`src/rtl/wt_dcache_rd_arbiter.sv`:
```
// Read-port arbiter for the write-through L1 data cache.
// Grants one requester per cycle to the tag/data SRAM and registers it for the compare stage.
//
// Ports:
//   clk_i, rst_i (async, active high), clr_i (sync clear)
//   wr_cl_vld_i      refill/invalidate owns the SRAM; blocks all grants
//   rd_req_i         per-port request, held until acked
//   rd_prio_i        per-port class, 1 = high priority
//   rd_tag_only_i    per-port tag-only read
//   rd_tag_i         per-port compare tag (packed)
//   rd_idx_i         per-port line index (packed)
//   rd_off_i         per-port byte offset (packed)
//   rd_ack_o         one-hot grant, same cycle as request
//   mem_en_o         SRAM read enable
//   mem_idx_o        SRAM index of the winner
//   mem_off_o        offset of the winner
//   mem_tag_only_o   suppresses the data-bank read
//   cmp_vld_o        compare stage valid, one cycle after the grant
//   cmp_port_o       port ID in the compare stage
//   cmp_tag_o        registered tag in the compare stage
//   starved_o        debug: low-priority port has waited StarveLimit cycles
module wt_dcache_rd_arbiter #(
    parameter int NumPorts    = 3,
    parameter int TagWidth    = 44,
    parameter int IdxWidth    = 8,
    parameter int OffWidth    = 4,
    parameter int StarveLimit = 8,
    parameter int PortIdxW    = (NumPorts > 1) ? $clog2(NumPorts) : 1
) (
    input  logic                         clk_i,
    input  logic                         rst_i,
    input  logic                         clr_i,
    input  logic                         wr_cl_vld_i,
    input  logic [NumPorts-1:0]          rd_req_i,
    input  logic [NumPorts-1:0]          rd_prio_i,
    input  logic [NumPorts-1:0]          rd_tag_only_i,
    input  logic [NumPorts*TagWidth-1:0] rd_tag_i,
    input  logic [NumPorts*IdxWidth-1:0] rd_idx_i,
    input  logic [NumPorts*OffWidth-1:0] rd_off_i,
    output logic [NumPorts-1:0]          rd_ack_o,
    output logic                         mem_en_o,
    output logic [IdxWidth-1:0]          mem_idx_o,
    output logic [OffWidth-1:0]          mem_off_o,
    output logic                         mem_tag_only_o,
    output logic                         cmp_vld_o,
    output logic [PortIdxW-1:0]          cmp_port_o,
    output logic [TagWidth-1:0]          cmp_tag_o,
    output logic [NumPorts-1:0]          starved_o
);

    localparam int CntW = (StarveLimit > 0) ? $clog2(StarveLimit + 1) : 1;
    localparam logic [CntW-1:0] CntMax = CntW'(StarveLimit);

    typedef logic [PortIdxW-1:0] pidx_t;

    // Round-robin pick: first set bit at or above ptr, wrapping past NumPorts-1.
    function automatic logic [NumPorts-1:0] rr_pick(
        input logic [NumPorts-1:0] mask,
        input pidx_t               ptr
    );
        logic [NumPorts-1:0] oh;
        logic                found;
        oh    = '0;
        found = 1'b0;
        for (int i = 0; i < NumPorts; i++) begin
            for (int k = 0; k < NumPorts; k++) begin
                if (!found && mask[k] &&
                    ((int'(ptr) + i == k) || (int'(ptr) + i == k + NumPorts))) begin
                    oh[k] = 1'b1;
                    found = 1'b1;
                end
            end
        end
        return oh;
    endfunction

    pidx_t               hi_ptr_q, hi_ptr_d;
    pidx_t               lo_ptr_q, lo_ptr_d;
    logic [CntW-1:0]     cnt_q [NumPorts];
    logic [CntW-1:0]     cnt_d [NumPorts];
    logic                cmp_vld_q, cmp_vld_d;
    pidx_t               cmp_port_q, cmp_port_d;
    logic [TagWidth-1:0] cmp_tag_q, cmp_tag_d;

    logic [NumPorts-1:0] starved;
    logic [NumPorts-1:0] hi_req;
    logic [NumPorts-1:0] lo_req;
    logic [NumPorts-1:0] ack;
    pidx_t               win;
    pidx_t               win_nxt;

    always_comb begin
        hi_req = rd_req_i & rd_prio_i;
        lo_req = rd_req_i & ~rd_prio_i;
        for (int k = 0; k < NumPorts; k++) begin
            starved[k] = (StarveLimit != 0) && lo_req[k] && (cnt_q[k] == CntMax);
        end
    end

    // Grant selection: starved low ports first, then high class, then low class.
    always_comb begin
        ack = '0;
        if (!wr_cl_vld_i) begin
            if (|starved) begin
                ack = rr_pick(starved, lo_ptr_q);
            end else if (|hi_req) begin
                ack = rr_pick(hi_req, hi_ptr_q);
            end else if (|lo_req) begin
                ack = rr_pick(lo_req, lo_ptr_q);
            end
        end
    end

    always_comb begin
        win            = '0;
        mem_idx_o      = '0;
        mem_off_o      = '0;
        mem_tag_only_o = 1'b0;
        cmp_tag_d      = cmp_tag_q;
        for (int k = 0; k < NumPorts; k++) begin
            if (ack[k]) begin
                win            = pidx_t'(k);
                mem_idx_o      = rd_idx_i[k*IdxWidth +: IdxWidth];
                mem_off_o      = rd_off_i[k*OffWidth +: OffWidth];
                mem_tag_only_o = rd_tag_only_i[k];
                cmp_tag_d      = rd_tag_i[k*TagWidth +: TagWidth];
            end
        end
        win_nxt = (win == pidx_t'(NumPorts - 1)) ? '0 : win + pidx_t'(1);
    end

    always_comb begin
        hi_ptr_d   = hi_ptr_q;
        lo_ptr_d   = lo_ptr_q;
        cmp_vld_d  = |ack;
        cmp_port_d = cmp_port_q;
        if (|ack) begin
            cmp_port_d = win;
            if (rd_prio_i[win]) begin
                hi_ptr_d = win_nxt;
            end else begin
                lo_ptr_d = win_nxt;
            end
        end
        for (int k = 0; k < NumPorts; k++) begin
            cnt_d[k] = '0;
            if (lo_req[k] && !ack[k]) begin
                cnt_d[k] = (cnt_q[k] < CntMax) ? cnt_q[k] + 1'b1 : cnt_q[k];
            end
        end
    end

    always_ff @(posedge clk_i or posedge rst_i) begin
        if (rst_i) begin
            hi_ptr_q   <= '0;
            lo_ptr_q   <= '0;
            cmp_vld_q  <= 1'b0;
            cmp_port_q <= '0;
            cmp_tag_q  <= '0;
            for (int k = 0; k < NumPorts; k++) cnt_q[k] <= '0;
        end else if (clr_i) begin
            hi_ptr_q   <= '0;
            lo_ptr_q   <= '0;
            cmp_vld_q  <= 1'b0;
            cmp_port_q <= '0;
            cmp_tag_q  <= '0;
            for (int k = 0; k < NumPorts; k++) cnt_q[k] <= '0;
        end else begin
            hi_ptr_q   <= hi_ptr_d;
            lo_ptr_q   <= lo_ptr_d;
            cmp_vld_q  <= cmp_vld_d;
            cmp_port_q <= cmp_port_d;
            cmp_tag_q  <= cmp_tag_d;
            for (int k = 0; k < NumPorts; k++) cnt_q[k] <= cnt_d[k];
        end
    end

    assign rd_ack_o   = ack;
    assign mem_en_o   = |ack;
    assign cmp_vld_o  = cmp_vld_q;
    assign cmp_port_o = cmp_port_q;
    assign cmp_tag_o  = cmp_tag_q;
    assign starved_o  = starved;

`ifndef SYNTHESIS
    always @(posedge clk_i) begin
        if (!rst_i) begin
            assert ($onehot0(rd_ack_o)) else $error("rd_ack_o not onehot0");
            assert (mem_en_o == |rd_ack_o) else $error("mem_en_o inconsistent");
            assert (!(wr_cl_vld_i && |rd_ack_o)) else $error("ack during refill");
        end
    end
`endif

endmodule
```
`config.mk`:
```
export PLATFORM = sky130hd
export DESIGN_NAME = wt_dcache_rd_arbiter
export DESIGN_NICKNAME = d
export VERILOG_FILES = /design/src/rtl/wt_dcache_rd_arbiter.sv
export SDC_FILE = /design/constraint.sdc
export NUM_CORES = 1
export LEC_CHECK = 0
export CAP_MARGIN = 5
export CORE_ASPECT_RATIO = 1.5
export CORE_MARGIN = 4
export CORE_UTILIZATION = 27
export CTS_CLUSTER_DIAMETER = 40
export DETAILED_ROUTE_END_ITERATION = 7
export GPL_ROUTABILITY_DRIVEN = 0
export PLACE_DENSITY = 0.61
export SETUP_SLACK_MARGIN = 0.4
export SYNTH_ARGS = -nofsm -noshare
export SYNTH_HDL_FRONTEND = slang
export SYNTH_SLANG_ARGS = --single-unit
```
`constraint.sdc`:
```
create_clock -name clk_i -period 3.06 [get_ports clk_i]
set_input_delay 0.612 -clock clk_i [delete_from_list [all_inputs] [get_ports clk_i]]
set_output_delay 0.612 -clock clk_i [all_outputs]
set_load 0.01 [all_outputs]
```
-- Word-level counts from Yosys, hierarchy flattened
Index checks and enable logic that the tools add are counted.
- flip-flop bits (word level): 63
- input port bits: 181
- output and inout bits: 67
- word-level logic and storage cells: 328
- add/sub/neg operators: 8
- $lt $le $gt $ge: 4
- eq/ne operators: 34
- multiplexer cells: 158
- bitwise gates (word level): 3
- reduce and logical (&&, ||, !) cells: 113
- operators by type and width (operator ; count):
    32-bit by 3-bit == test with 1-bit output, second input constant ; 8
    32-bit logical NOT ; 6
    44-bit two-way mux ; 4
    32-bit by 2-bit == test with 1-bit output, second input constant ; 4
    32-bit by 4-bit == test with 1-bit output, second input constant ; 4
    1-bit two-way mux ; 126
    1-bit logical AND ; 57
    4-bit two-way mux ; 9
    1-bit logical NOT ; 27
    8-bit two-way mux ; 3
    2-bit two-way mux ; 10
    1-bit logical OR ; 14
    4-bit by 1-bit adder with 4-bit output, second input constant ; 3
    3-bit == test, second input constant ; 4
    4-bit == test, second input constant ; 3
    4-bit less-than comparator, second input constant ; 3
    12-bit two-way mux ; 1
    3-bit two-way mux ; 4
    3-bit OR reduction ; 4
    2-bit == test, second input constant ; 5
    3-bit by 2-bit != test with 1-bit output, second input constant ; 3
    2-bit by 1-bit adder with 3-bit output, second input constant ; 2
    2-bit by 2-bit adder with 3-bit output, second input constant ; 2
    3-bit bitwise AND ; 2
    other kinds (9) ; 12

-- Logic depth before layout (Yosys ltp)
- depth after elaboration: 79
- depth in mapped cells: 13

-- Worst setup path after synthesis
No wires, ideal clock.
- path kind: register -> output
- from: register hi_ptr_q[0]
- to: output mem_idx_o[0]
- arrival time: 2.451 ns
- slack: -0.003 ns
- cell stages (with the launch flop): 11
- path buffers: 2
- cell sequence: dfrtp_1 -> inv_1 -> ha_1 -> and3_1 -> a2111o_1 -> o31a_1 -> o31ai_4 -> clkbuf_1 -> buf_2 -> a222oi_1 -> inv_1
- word-level cells in the longest chain between the ends: 64
- elaborated cells between the ends (all ways): 96
- those cells by class: 2 x add/sub; 13 x eq/ne; 46 x mux; 35 x reduce/logical
- ends and longest elaborated chain (what ; line ; text):
    start: declaration ; 77 ; pidx_t hi_ptr_q, hi_ptr_d;
    start signal: assignment ; 169 ; hi_ptr_q <= hi_ptr_d;
    32-bit logical NOT / 2-bit by 1-bit == test with 1-bit output (equally long branches) ; 68 ; ((int'(ptr) + i == k) || (int'(ptr) + i == k + NumPorts))) begin
    1-bit logical OR ; 68 ;
    1-bit logical AND ; 67 ; if (!found && mask[k] &&
    1-bit two-way mux ; 67 ;
    1-bit two-way mux ; 106 ; end else if (|hi_req) begin
    1-bit two-way mux ; 104 ; if (|starved) begin
    1-bit two-way mux ; 103 ; if (!wr_cl_vld_i) begin
    1-bit logical NOT ; 67 ;
    [48 not listed] ; n/a ;
    1-bit logical NOT ; 67 ;
    1-bit logical AND (2 in series) ; 67 ;
    1-bit two-way mux (*) ; 67 ;
    3-bit two-way mux (*) ; 106 ;
    3-bit two-way mux (*) ; 104 ;
    3-bit two-way mux (*) ; 103 ;
    named net rd_ack_o[2] ; 40 ; output logic [NumPorts-1:0] rd_ack_o,
    8-bit two-way mux (*) ; 121 ; if (ack[k]) begin
    end: declaration ; 42 ; output logic [IdxWidth-1:0] mem_idx_o,
Mark *: on every way through the listed nets, which the timed path passes. The rest lies on a longest branch. The select of a mux whose other input is x is not followed.

-- Final worst setup path
- from: register lo_ptr_q[0]
- to: register cmp_tag_q[16], in the netlist cmp_tag_o[16]
- word-level cells in the longest chain between the ends: 74
- elaborated cells between the ends (all ways): 163
- those cells by class: 2 x add/sub; 13 x eq/ne; 87 x mux; 61 x reduce/logical
- ends and longest elaborated chain (what ; line ; text):
    start: declaration ; 78 ; pidx_t lo_ptr_q, lo_ptr_d;
    start signal: assignment ; 170 ; lo_ptr_q <= lo_ptr_d;
    32-bit logical NOT / 2-bit by 1-bit == test with 1-bit output (equally long branches) ; 68 ;
    1-bit logical OR ; 68 ;
    1-bit logical AND ; 67 ;
    1-bit two-way mux ; 67 ;
    1-bit two-way mux ; 108 ; end else if (|lo_req) begin
    1-bit two-way mux ; 106 ;
    1-bit two-way mux ; 104 ;
    1-bit two-way mux ; 103 ;
    [57 not listed] ; n/a ;
    1-bit logical AND (2 in series) ; 67 ;
    1-bit two-way mux ; 67 ;
    3-bit two-way mux ; 108 ;
    3-bit two-way mux ; 106 ;
    3-bit two-way mux (*) ; 104 ;
    3-bit two-way mux (*) ; 103 ;
    44-bit two-way mux ; 121 ;
    44-bit two-way mux ; 161 ; end else if (clr_i) begin
    end signal: assignment ; 173 ; cmp_tag_q <= cmp_tag_d;
    end: declaration ; 83 ; logic [TagWidth-1:0] cmp_tag_q, cmp_tag_d;
Every way passes the cells marked *; elsewhere a longest branch is shown, timed or not. The select of a mux whose other input is x is not followed.
A chain may end at the register's enable or synchronous reset.

==> results.toml <==
[power_and_ir_drop]
sw_frac_of_total_pct = 28.16
leakage_nw = 3.781
power.total_mw = 3.282
seqPwrFrac_pct = 28.9
ir_drop_mv = 0.2784
clkPwrFrac_pct = 31.1
intPower_mw = 2.358
combPwrFrac_pct = 40.0
powerDensity_nw_per_um2 = 388.4
p_switching_uw = 924.2

[logic_synthesis]
syn_avg_cell_area_um2 = 9.212
yosys_most_used_dff = "dfrtp_1"
synth_edf_count = 0
yosysMostFrequentCell = "inv_1"
synthesis.nets = 621
yosys_warnings = 0
syn-cell-area_um2 = 3961
async_flop_share_pct = 100.0
postSynthCellCount = 430
ys_ff_latch = 63
synth_area_leaders = "dfrtp_1 40%, a22o_1 9.7%, a22oi_1 8.3%"
synth_common_cells = "72 x inv_1, 63 x dfrtp_1, 44 x a22o_1, 44 x a22oi_1, 39 x o21ai_1"
post-synth-top-area-cell = "dfrtp_1"
netlist.area_leader.share_pct = 39.80
ys_types = 48
ys_seq_area_share_pct = 39.80

[route]
postRouteAntennaNets = 0
vias = 4771
wl_per_cell_um = 19.54
drt-initial-drc-count = 268
dr.pass1.iters = 7
routed_wl_mm = 18.74
drc_errors = 0
via_per_inst = 4.975

[run]
maxCapViolations = 0

[place]
hpwl_mm = 12.44
io_buffers = 247
dp_slack_ns = -0.8818

[finish]
diodes = 0
syn_to_final_growth_pct = 113.3
drive_gt1_share_pct = 26.61
fin_nets = 950

[floorplanning]
die-area_um2 = 16710
fp.dieW_um = 106.9
start_util_pct = 27.40
rows = 54
die_h_um = 156.3
coreArea_um2 = 14460
ios = 248

[worst_setup_path]
critPathCaptureType = "register"
cp-start-kind = "register"
critPathMaxStageDelay_ns = 0.40
worstPathArrival_ns = 3.68
critPathMostFrequentCell = "buf_12"
cp_max_fo = 6
path_cells = "buf_4, ha_4, or2_1, nor4bb_4, o32ai_4, nor2_2, o21ai_4, buf_12, inv_6, buf_6, buf_4, buf_12, buf_12, nor4_4, buf_6, buf_12, buf_12, buf_16, a22o_1"
worstSetupStartpoint = "lo_ptr_q[0]"
cp.required_ns = 3.33
worstSetupPathType = "register to register"
slowest_stage = "dfrtp_1"
reg2reg_from = "lo_ptr_q[0]"
cp_top_family = "buffers and inverters"
cp_num_buf_inv = 11

[sta]
setup_viol = 65
rsz0062_at_grt = "true"
clock_skew_ns = 0.004437
min_period_ns = 3.410
worst_hold_slack_ns = 0.5034
hold_violations = 0
fin_crit_sh_pct = 111.4
worstMarginPinSlew_ns = 0.4055
relSlewSlack_pct = 72.88
slew_viol_final = 0
setup_slack_ns = -0.3496
fmax_ghz = 0.2933

[worst_hold_path]
hp-start = "cmp_tag_o[5]"
hold_class = "register to register"

[cts]
clock-sinks = 63
cts.path.max_buffers = 2
cts_buffers = 9
htreeDepth = 3
clk_pin_slew_ns = 0.05
clock_latency_ns = 0.33
clock-root-buffer = "clkbuf_16"
cts_tree = "yes"

[outcome]
failed_checks = "setup timing"
outcome = "finished, violations left"

[global_route]
antenna_found_initial = 0
grt_pass1_vias = 5054
grt_pass1_wl_mm = 27.58
overflow = 0
grt_start_max_net_pins = 64
grt_use_total_pct = 21.71
repair_timing:
item / in CTS / in global routing
gates resized for setup: 175 / 22
endpoints found under the hold margin: 0 / 0
setup endpoints to repair: 78 / 73
hold buffers: 0 / 0
cloned: 15 / 0
buffers inserted: 29 / 5
pin swaps: 37 / 29
cell usage in the layout (no fill, tap or decap), drive strengths merged, types with 4 or more instances in the layout:
cell,Yosys,layout
a21oi,11,11
a222oi,13,13
a22o,44,44
a22oi,44,44
a31oi,5,5
buf,16,115
clkbuf,13,11
clkdlybuf4s50,0,221
clkinv,0,5
dfrtp,63,63
dlygate4sd2,0,6
ha,10,10
inv,76,75
nand2,4,4
nand2b,8,8
nand3,5,5
nor2,15,15
nor2b,5,5
nor3,4,4
nor4,7,7
o21ai,46,46
per-layer routing:
layer	GRT usage (%)	wire length [um]
met4	9.202	575
met3	4.003	936
met1	23.97	6782
met5	0	0
met2	40.33	10440
worst reg2reg max path, cell delays in order (launching register included):
cell and delay, ns:
dfrtp_1 0.40, buf_4 0.15, ha_4 0.17, or2_1 0.23
nor4bb_4 0.18, o32ai_4 0.26, nor2_2 0.08, o21ai_4 0.24
buf_12 0.15, inv_6 0.04, buf_6 0.11, buf_4 0.13
buf_12 0.12, buf_12 0.12, nor4_4 0.31, buf_6 0.18
buf_12 0.11, buf_12 0.11, buf_16 0.12, a22o_1 0.14
power by group through the flow:
| stage | Sequential, mW | Clock [mW] | Combinational, mW |
|---|---|---|---|
| floorplan | 0.991 | 0 | 0.362 |
| global placement | 0.960 | 0 | 0.963 |
| detailed placement | 0.960 | 0 | 0.973 |
| CTS | 0.950 | 1.04 | 1.29 |
| global route | 0.959 | 1.08 | 1.39 |
| finish | 0.950 | 1.02 | 1.31 |
flip-flops by register name (all words and copies together), names as in the netlist:
register    flops
hi_ptr_q        2
cnt_q          12
lo_ptr_q        2
cmp_tag_o      44
cmp_vld_o       1
cmp_port_o      2
worst paths after layout:
check	depth (start not counted)	slack, ns	endpoint
max	19	-0.35	cmp_tag_o[16]
min	1	0.50	cmp_tag_o[5]
max reg2reg	19	-0.35	cmp_tag_o[16]
min reg2reg	1	0.50	cmp_tag_o[5]
max in group asynchronous	3	2.09	hi_ptr_q[0]
min in group asynchronous	3	0.66	cmp_tag_o[4]
layout make-up:
type	count	area [um^2]
fill	1298	6008
timing repair buffer	346	3735
multi-input combinational	262	2291
sequential	63	1578
inverter	76	295.3
clock buffer	11	252.7
tap	196	245.2
clock inverter	4	45.04
timing repair inverter	1	8.758
metrics by stage:
stage | std cells | utilization [%] | area (um^2) | setup TNS (ns)
5_1_grt | 959 | 58.45 | 8451 | -25.01
6_report | 959 | 58.45 | 8451 | -17.64
3_5_place_dp | 895 | 48.56 | 7022 | -48.91
3_3_place_gp | 895 | 48.56 | 7022 | -41.22
2_1_floorplan | 430 | - | 4040 | 0
4_1_cts | 954 | 57.30 | 8285 | -15.17
logic make-up (layout without fill, tap and decap cells):
family | Yosys count | count (layout) | share of synthesized area (%)
xor+xnor | 6 | 6 | 1.327
buf+inv | 105 | 438 | 11.24
fa+ha+maj | 10 | 10 | 3.159
simple gates | 63 | 63 | 9.349
compound gates | 180 | 180 | 34.37
flops | 63 | 63 | 39.80
mux | 3 | 3 | 0.7581
(Power assumes the default switching activity.)
